===== src/rtl/fft_cbfp_norm.sv =====
// rtl/fft_cbfp_norm.sv - CBFP group buffer with shift-count normalization
module fft_cbfp_norm #(
  parameter int ARRAY_SIZE     = 16,
  parameter int DIN_SIZE       = 23,
  parameter int DOUT_SIZE      = 11,
  parameter int CNT_SIZE       = 5,
  parameter int FIFO_DEPTH     = 4,
  parameter int GROUPS_PER_BLK = 4
) (
  input  logic                                     clk,
  input  logic                                     rst,
  input  logic                                     valid_in,
  input  logic [ARRAY_SIZE-1:0][DIN_SIZE-1:0]      din_re,
  input  logic [ARRAY_SIZE-1:0][DIN_SIZE-1:0]      din_im,
  input  logic                                     cnt_valid,
  input  logic [CNT_SIZE-1:0]                      cnt_in,
  input  logic                                     err_clr,
  output logic                                     valid_out,
  output logic [ARRAY_SIZE-1:0][DOUT_SIZE-1:0]     dout_re,
  output logic [ARRAY_SIZE-1:0][DOUT_SIZE-1:0]     dout_im,
  output logic [CNT_SIZE-1:0]                      exp_out,
  output logic [$clog2(GROUPS_PER_BLK)-1:0]        grp_idx,
  output logic                                     blk_last,
  output logic                                     ovf_err,
  output logic                                     udf_err
);

  localparam int PW = (FIFO_DEPTH > 1) ? $clog2(FIFO_DEPTH) : 1;
  localparam int OW = $clog2(FIFO_DEPTH + 1);
  localparam int GW = $clog2(GROUPS_PER_BLK);

  typedef logic [ARRAY_SIZE-1:0][DIN_SIZE-1:0]  grp_in_t;
  typedef logic [ARRAY_SIZE-1:0][DOUT_SIZE-1:0] grp_out_t;

  grp_in_t               mem_re_q [FIFO_DEPTH];
  grp_in_t               mem_im_q [FIFO_DEPTH];
  logic [PW-1:0]         wr_ptr_q, wr_ptr_d;
  logic [PW-1:0]         rd_ptr_q, rd_ptr_d;
  logic [OW-1:0]         occ_q, occ_d;
  logic [GW-1:0]         grp_cnt_q, grp_cnt_d;
  logic                  valid_q;
  grp_out_t              dout_re_q, dout_im_q;
  grp_out_t              norm_re_d, norm_im_d;
  logic [CNT_SIZE-1:0]   exp_q, shift_d;
  logic [GW-1:0]         grp_idx_q;
  logic                  blk_last_q;
  logic                  ovf_q, udf_q;
  logic                  full, empty, pop, push, ovf_set, udf_set;
  logic [DIN_SIZE-1:0]   sh_re, sh_im;

  assign full    = (occ_q == OW'(FIFO_DEPTH));
  assign empty   = (occ_q == '0);
  // A pop never bypasses: an empty FIFO ignores the count even if a push lands this cycle.
  assign pop     = cnt_valid & ~empty;
  // A pop on a full FIFO frees the slot the simultaneous push writes into.
  assign push    = valid_in & (~full | pop);
  assign ovf_set = valid_in & full & ~pop;
  assign udf_set = cnt_valid & empty;

  // Shift is clamped so a sample can never be shifted entirely out of range.
  assign shift_d = (32'(cnt_in) > 32'(DIN_SIZE - 1)) ? CNT_SIZE'(DIN_SIZE - 1) : cnt_in;

  // Pointer wrap and occupancy tracking
  always_comb begin
    wr_ptr_d = wr_ptr_q;
    rd_ptr_d = rd_ptr_q;
    occ_d    = occ_q;
    if (push) wr_ptr_d = (wr_ptr_q == PW'(FIFO_DEPTH - 1)) ? '0 : wr_ptr_q + 1'b1;
    if (pop)  rd_ptr_d = (rd_ptr_q == PW'(FIFO_DEPTH - 1)) ? '0 : rd_ptr_q + 1'b1;
    if (push && !pop)      occ_d = occ_q + 1'b1;
    else if (pop && !push) occ_d = occ_q - 1'b1;
  end

  // Normalize the oldest entry: left shift, keep the top DOUT_SIZE bits (truncate)
  always_comb begin
    norm_re_d = '0;
    norm_im_d = '0;
    sh_re     = '0;
    sh_im     = '0;
    for (int i = 0; i < ARRAY_SIZE; i++) begin
      sh_re        = mem_re_q[rd_ptr_q][i] << shift_d;
      sh_im        = mem_im_q[rd_ptr_q][i] << shift_d;
      norm_re_d[i] = sh_re[DIN_SIZE-1 -: DOUT_SIZE];
      norm_im_d[i] = sh_im[DIN_SIZE-1 -: DOUT_SIZE];
    end
  end

  // Group position wraps at the block boundary
  always_comb begin
    grp_cnt_d = grp_cnt_q;
    if (pop) grp_cnt_d = (grp_cnt_q == GW'(GROUPS_PER_BLK - 1)) ? '0 : grp_cnt_q + 1'b1;
  end

  // FIFO storage, deliberately not reset
  always_ff @(posedge clk) begin
    if (push) begin
      mem_re_q[wr_ptr_q] <= din_re;
      mem_im_q[wr_ptr_q] <= din_im;
    end
  end

  // Control state, registered outputs and sticky error flags
  always_ff @(posedge clk or posedge rst) begin
    if (rst) begin
      wr_ptr_q   <= '0;
      rd_ptr_q   <= '0;
      occ_q      <= '0;
      grp_cnt_q  <= '0;
      valid_q    <= 1'b0;
      dout_re_q  <= '0;
      dout_im_q  <= '0;
      exp_q      <= '0;
      grp_idx_q  <= '0;
      blk_last_q <= 1'b0;
      ovf_q      <= 1'b0;
      udf_q      <= 1'b0;
    end else begin
      wr_ptr_q  <= wr_ptr_d;
      rd_ptr_q  <= rd_ptr_d;
      occ_q     <= occ_d;
      grp_cnt_q <= grp_cnt_d;
      valid_q   <= pop;
      if (pop) begin
        dout_re_q  <= norm_re_d;
        dout_im_q  <= norm_im_d;
        exp_q      <= shift_d;
        grp_idx_q  <= grp_cnt_q;
        blk_last_q <= (grp_cnt_q == GW'(GROUPS_PER_BLK - 1));
      end
      ovf_q <= ovf_set | (ovf_q & ~err_clr);
      udf_q <= udf_set | (udf_q & ~err_clr);
    end
  end

  assign valid_out = valid_q;
  assign dout_re   = dout_re_q;
  assign dout_im   = dout_im_q;
  assign exp_out   = exp_q;
  assign grp_idx   = grp_idx_q;
  assign blk_last  = blk_last_q;
  assign ovf_err   = ovf_q;
  assign udf_err   = udf_q;

endmodule


===== config.mk =====
export PLATFORM = sky130hd
export DESIGN_NAME = fft_cbfp_norm
export DESIGN_NICKNAME = d
export VERILOG_FILES = /design/src/rtl/fft_cbfp_norm.sv
export SDC_FILE = /design/constraint.sdc
export NUM_CORES = 2
export LEC_CHECK = 0
export CAP_MARGIN = 20
export CORE_MARGIN = 1
export CORE_UTILIZATION = 33
export DETAILED_ROUTE_END_ITERATION = 7
export HOLD_SLACK_MARGIN = 0.12
export PLACE_DENSITY = 0.5
export SLEW_MARGIN = 15
export SYNTH_ARGS = -nofsm -noshare
export SYNTH_HDL_FRONTEND = slang
export SYNTH_SLANG_ARGS = --single-unit

===== constraint.sdc =====
create_clock -name clk -period 36.2 [get_ports clk]
set_input_delay 9.05 -clock clk [delete_from_list [all_inputs] [get_ports clk]]
set_output_delay 9.05 -clock clk [all_outputs]
set_load 0.02 [all_outputs]

# ---- After elaboration in Yosys (flattened, before gate mapping)
# Memories as Yosys holds them, arrays and structs flattened.
# Cells that the tools add are included.
dict set report totals {
  regBits 372
  ram_bits 2944
  inputBits 746
  output_inout_bits 363
  wordCells 114
  memories 2
}
dict set report classes {
  n_addsub 5
  order_cmp 1
  n_eq_ne 4
  shift 32
  mux 8
  bitwise 14
  reduce_logical 6
}
# memory depth width read_ports rd_ports_with_merged_regs wr line
set memory_table {}
lappend memory_table {mem_im_q 4 368 1 0 1 36} ;# grp_in_t mem_im_q [FIFO_DEPTH];
lappend memory_table {mem_re_q 4 368 1 0 1 35} ;# grp_in_t mem_re_q [FIFO_DEPTH];
# operator count
set ops {}
lappend ops {{$shl 23x5->23} 32}
lappend ops {{$and 1x1->1} 7}
lappend ops {{$add 2x1->2 const B} 3}
lappend ops {{$eq 2x2->1 const B} 3}
lappend ops {{$mux 2} 3}
lappend ops {{$mux 3} 2}
lappend ops {{$gt 5x5->1 const B} 1}
lappend ops {{$mux 5} 1}
lappend ops {{$not 1->1} 4}
lappend ops {{$add 3x1->3 const B} 1}
lappend ops {{$eq 3x3->1 const B} 1}
lappend ops {{$logic_not 3->1} 1}
lappend ops {{$or 1x1->1} 3}
lappend ops {{$sub 3x1->3 const B} 1}
lappend ops {{$logic_and 1x1->1} 2}
lappend ops {{$logic_not 1->1} 2}
lappend ops {{$mux 1} 2}
lappend ops {{$reduce_bool 2->1} 1}

# ---- Longest topological paths before layout
dict set report depth {
  ltp_word 9
  ltp_mapped 13
  mapped_depth_nobuf 8
}

# ---- Worst setup path before layout
# No wires, ideal clock.
dict set report synth_path {
  path_kind {input to register}
  startpoint {input cnt_valid}
  endpoint {memory mem_im_q[0][0] (netlist name), enable pin}
  setup_time_ns 1.201
  t_arrival_ns 26.056
  path_slack_ns 8.943
  path_stages 4
  n_path_buf 1
  cell_sequence {nor4b_1 -> nor2b_1 -> clkbuf_1 -> and2_1}
}
dict set report synth_between {
  elab_chain_cells 5
}
# item line
set synth_lines {}
lappend synth_lines {{start: declaration} 15} ;# input logic cnt_valid,
lappend synth_lines {{$and 1x1->1} 54} ;# assign pop = cnt_valid & ~empty;
lappend synth_lines {{$or 1x1->1} 56} ;# assign push = valid_in & (~full | pop);
lappend synth_lines {{$and 1x1->1} 56}
lappend synth_lines {{net push} 48} ;# logic full, empty, pop, push, ovf_set, udf_set;
lappend synth_lines {{$mux 1} 96} ;# if (push) begin
lappend synth_lines {{$mux 1 (not written as such)} 98} ;# mem_im_q[wr_ptr_q] <= din_im;
lappend synth_lines {{end: declaration} 36}
# The timed path passes the listed nets, and every way through them passes these cells.

# ---- Worst setup path after layout
dict set report layout_path {
  startpoint {input cnt_valid}
  endpoint {memory mem_im_q[3][105] (netlist name), enable pin}
}
dict set report layout_between {
  elab_chain_cells 5
}
# item line
set layout_lines {}
lappend layout_lines {{$and 1x1->1} 54}
lappend layout_lines {{$or 1x1->1} 56}
lappend layout_lines {{$and 1x1->1} 56}
lappend layout_lines {{$mux 1} 96}
lappend layout_lines {{$mux 1 (not written as such)} 98}
# Every way passes these cells.

==> metrics.yaml <==
status:
  status: "finished clean"
hold_path:
  hold_depth: 2
  min_from: "blk_last"
  hp-class: "flop to flop"
  min_to: "blk_last"
placed_design:
  gp_congestion: 0.931
  port-buffer-count: 1108
  dpl.hpwl_mm: 521
global_route:
  grt_max_degree: 137
  grt_pass1_vias: 95900
  grt_first_pass_wirelength_mm: 939
  gr-total-overflow: 0
  track_usage: 0.312
  antenna_found_initial: 413
pwr:
  ir_drop_mv: 0.0581
  power_mw: 15.4
  leakage_nw: 60.9
  power_density_nw_per_um2: 85.6
yosys:
  synth.top_cell.area_share: 0.595
  synth_top_family_by_area: "multiplexers"
  yosysTopAreaCell: "edfxtp_1"
  synthMuxAreaShare: 0.207
  synthAdderAreaFrac: 0.000724
  synth_edf_count: 2944
  synth_compound_area_frac: 0.0739
  syn-num-nets: 9702
  yosysWarnings: 0
  synthCells: 8948
  ys_seq_area_frac: 0.657
  ys_top_cells_by_count: "edfxtp_1, mux2i_1, mux4_2"
  async_flop_share: 0.112
  yosys.area_share.xor_xnor: 0.000177
  synthSimpleGateAreaFrac: 0.0376
  synthDistinctLibCells: 79
  synth-seq-cells: 3316
  synth_area_leaders: "edfxtp_1, mux4_2, mux2i_1, dfrtp_1, nand2_1"
  synth_area_sq_um: 149000
  dominantRegCellSynth: "edfxtp_1"
  syn_area_per_cell_sq_um: 16.6
  synthMostInstantiatedCell: "edfxtp_1"
route:
  drcViolationCount: 0
  met1_length_mm: 265
  drt-initial-drc-count: 14700
  met2_length_mm: 318
  routedWlPerCell_um: 43.6
  num_vias: 100000
  firstDrtPassIters: 7
  ant_nets: 0
  wl_met3_mm: 87.3
  wl_mm: 728
  highest_layer: "met5"
  viasPerCell: 6.02
floorplanning:
  dieHeight_um: 673
  initial_utilization: 0.331
  placementRows: 246
  io_pins: 1109
  dieArea_sq_um: 453000
  core_sq_um: 449000
  fp.dieW_um: 673
clock_tree:
  htreeDepth: 5
  clock_path_buffers: 4
  ctsHoldBuffers: 0
  clkSinkCount: 3316
  clk_pin_slew_worst_paths_ns: 0.06
  cts_setup_buffers: 0
  clkLatencyLatePin_ns: 1.03
  cts_resized: 0
  cts_made_buffers: 375
  cts_tree: "built"
  cts-root-buf: "clkbuf_16"
timing:
  slew_violations: 0
  rsz0062_at_grt: "no"
  setup_tns_ns: 0
  min_period_ns: 13.42
  worst_hold_slack_ns: 0.476
  setup_violations: 0
  tightest_slew_ns: 1.26
  timing.fmax_mhz: 74.5
  hold_viol_final: 0
  finalClockSkew_ns: 0.0767
  relSlewSlack: 0.159
  finalCritPeriodShare: 0.371
final_layout:
  fin_nets: 10700
  layout-area-overhead-vs-synth_pct: 20.9
  drive_gt1_frac: 0.181
run:
  maxCapViolCount: 0
worst_setup_path:
  reg2reg_to: "dout_im[141]"
  path_class: "input port to flop"
  ff2ff_setup_slack_ns: 30.55
  end_kind: "flop"
  crit_fanout: 98
  arrival_ns: 14.01
  startpoint_type: "input port"
  r2r_start: "rd_ptr_q[1]"
  reg2reg_depth: 8
  required_ns: 36.79
[final cells by class]
| type | instances | area [sq um] |
|---|---|---|
| Fill cell | 41100 | 269000 |
| Sequential cell | 3316 | 97700 |
| Multi-Input combinational cell | 4920 | 47900 |
| Timing Repair Buffer | 1348 | 13200 |
| Clock buffer | 502 | 10200 |
| Tap cell | 5952 | 7450 |
| Clock inverter | 193 | 2080 |
| Antenna cell | 439 | 1100 |
| Inverter | 16 | 80.1 |
[metal layers]
layer  vias up  track usage
li1      39200            -
met1     53200        0.382
met2      6270        0.451
met3      1585        0.116
met4       129        0.230
met5         -            0
[worst max-delay path, stage by stage]
cell and delay [ns]:
clkdlybuf4s50_1 0.66, nor4b_1 0.13, nor2b_1 0.46, and2_4 0.61
buf_12 0.57, buf_4 0.69, buf_4 0.83, buf_4 0.63
[report_power, final]
part	total, mW	internal [mW]	switching [mW]
clock	3.84	2.19	1.65
combinational	6.05	2.17	3.88
sequential	5.48	5.06	0.425
total	15.4	9.42	5.95
[how the worst max path moves through the flow]
stage,from,endpoint,slack [ns]
4_1_cts,cnt_valid,mem_im_q[3][173],22.81
3_5_place_dp,cnt_valid,mem_re_q[3][56],21.78
6_report,cnt_valid,mem_im_q[3][105],22.78
5_1_grt,cnt_valid,mem_re_q[3][49],22.57
2_1_floorplan,cnt_valid,mem_im_q[0][0],8.94
3_3_place_gp,cnt_valid,mem_im_q[3][166],21.75
[cells by family after synthesis]
family	after synthesis
adder cells (fa/ha/maj)	8
buffers and inverters	712
multiplexers	2038
flip-flops	3316
AO/OA/AOI/OAI	1528
AND/OR/NAND/NOR	1343
XOR/XNOR	3
[cell usage in the layout, fill, tap and decap left out, types with 178 or more instances in the layout]
cell type,netlist,routed
mux2_2,179,179
mux4_2,811,811
mux2i_1,1045,1045
o211ai_1,178,178
a22oi_1,197,197
buf_4,87,219
edfxtp_1,2944,2944
clkdlybuf4s50_1,0,1103
a21oi_1,184,181
dfrtp_1,372,370
diode_2,0,439
nand2_1,751,736
nor2_1,291,270
clkbuf_16,0,379
[through the flow]
stage	util	cell area (sq um)	std cells	worst slack [ns]
2_1_floorplan	-	149000	8948	8.94
4_1_cts	0.398	179000	16200	22.81
6_report	0.400	180000	16700	22.78
3_3_place_gp	0.371	166000	15600	21.75
5_1_grt	0.399	179000	16500	22.57
3_5_place_dp	0.371	166000	15600	21.78
[flip-flops by register name, indices dropped and copies added, names as in the netlist]
| name | cells |
|---|---|
| occ_q | 3 |
| wr_ptr_q | 2 |
| grp_idx | 2 |
| exp_out | 5 |
| dout_re | 176 |
| udf_err | 1 |
| mem_re_q | 1472 |
| dout_im | 176 |
| ovf_err | 1 |
| grp_cnt_q | 2 |
| blk_last | 1 |
| rd_ptr_q | 2 |
| valid_out | 1 |
| mem_im_q | 1472 |
(Power assumes the default switching activity.)
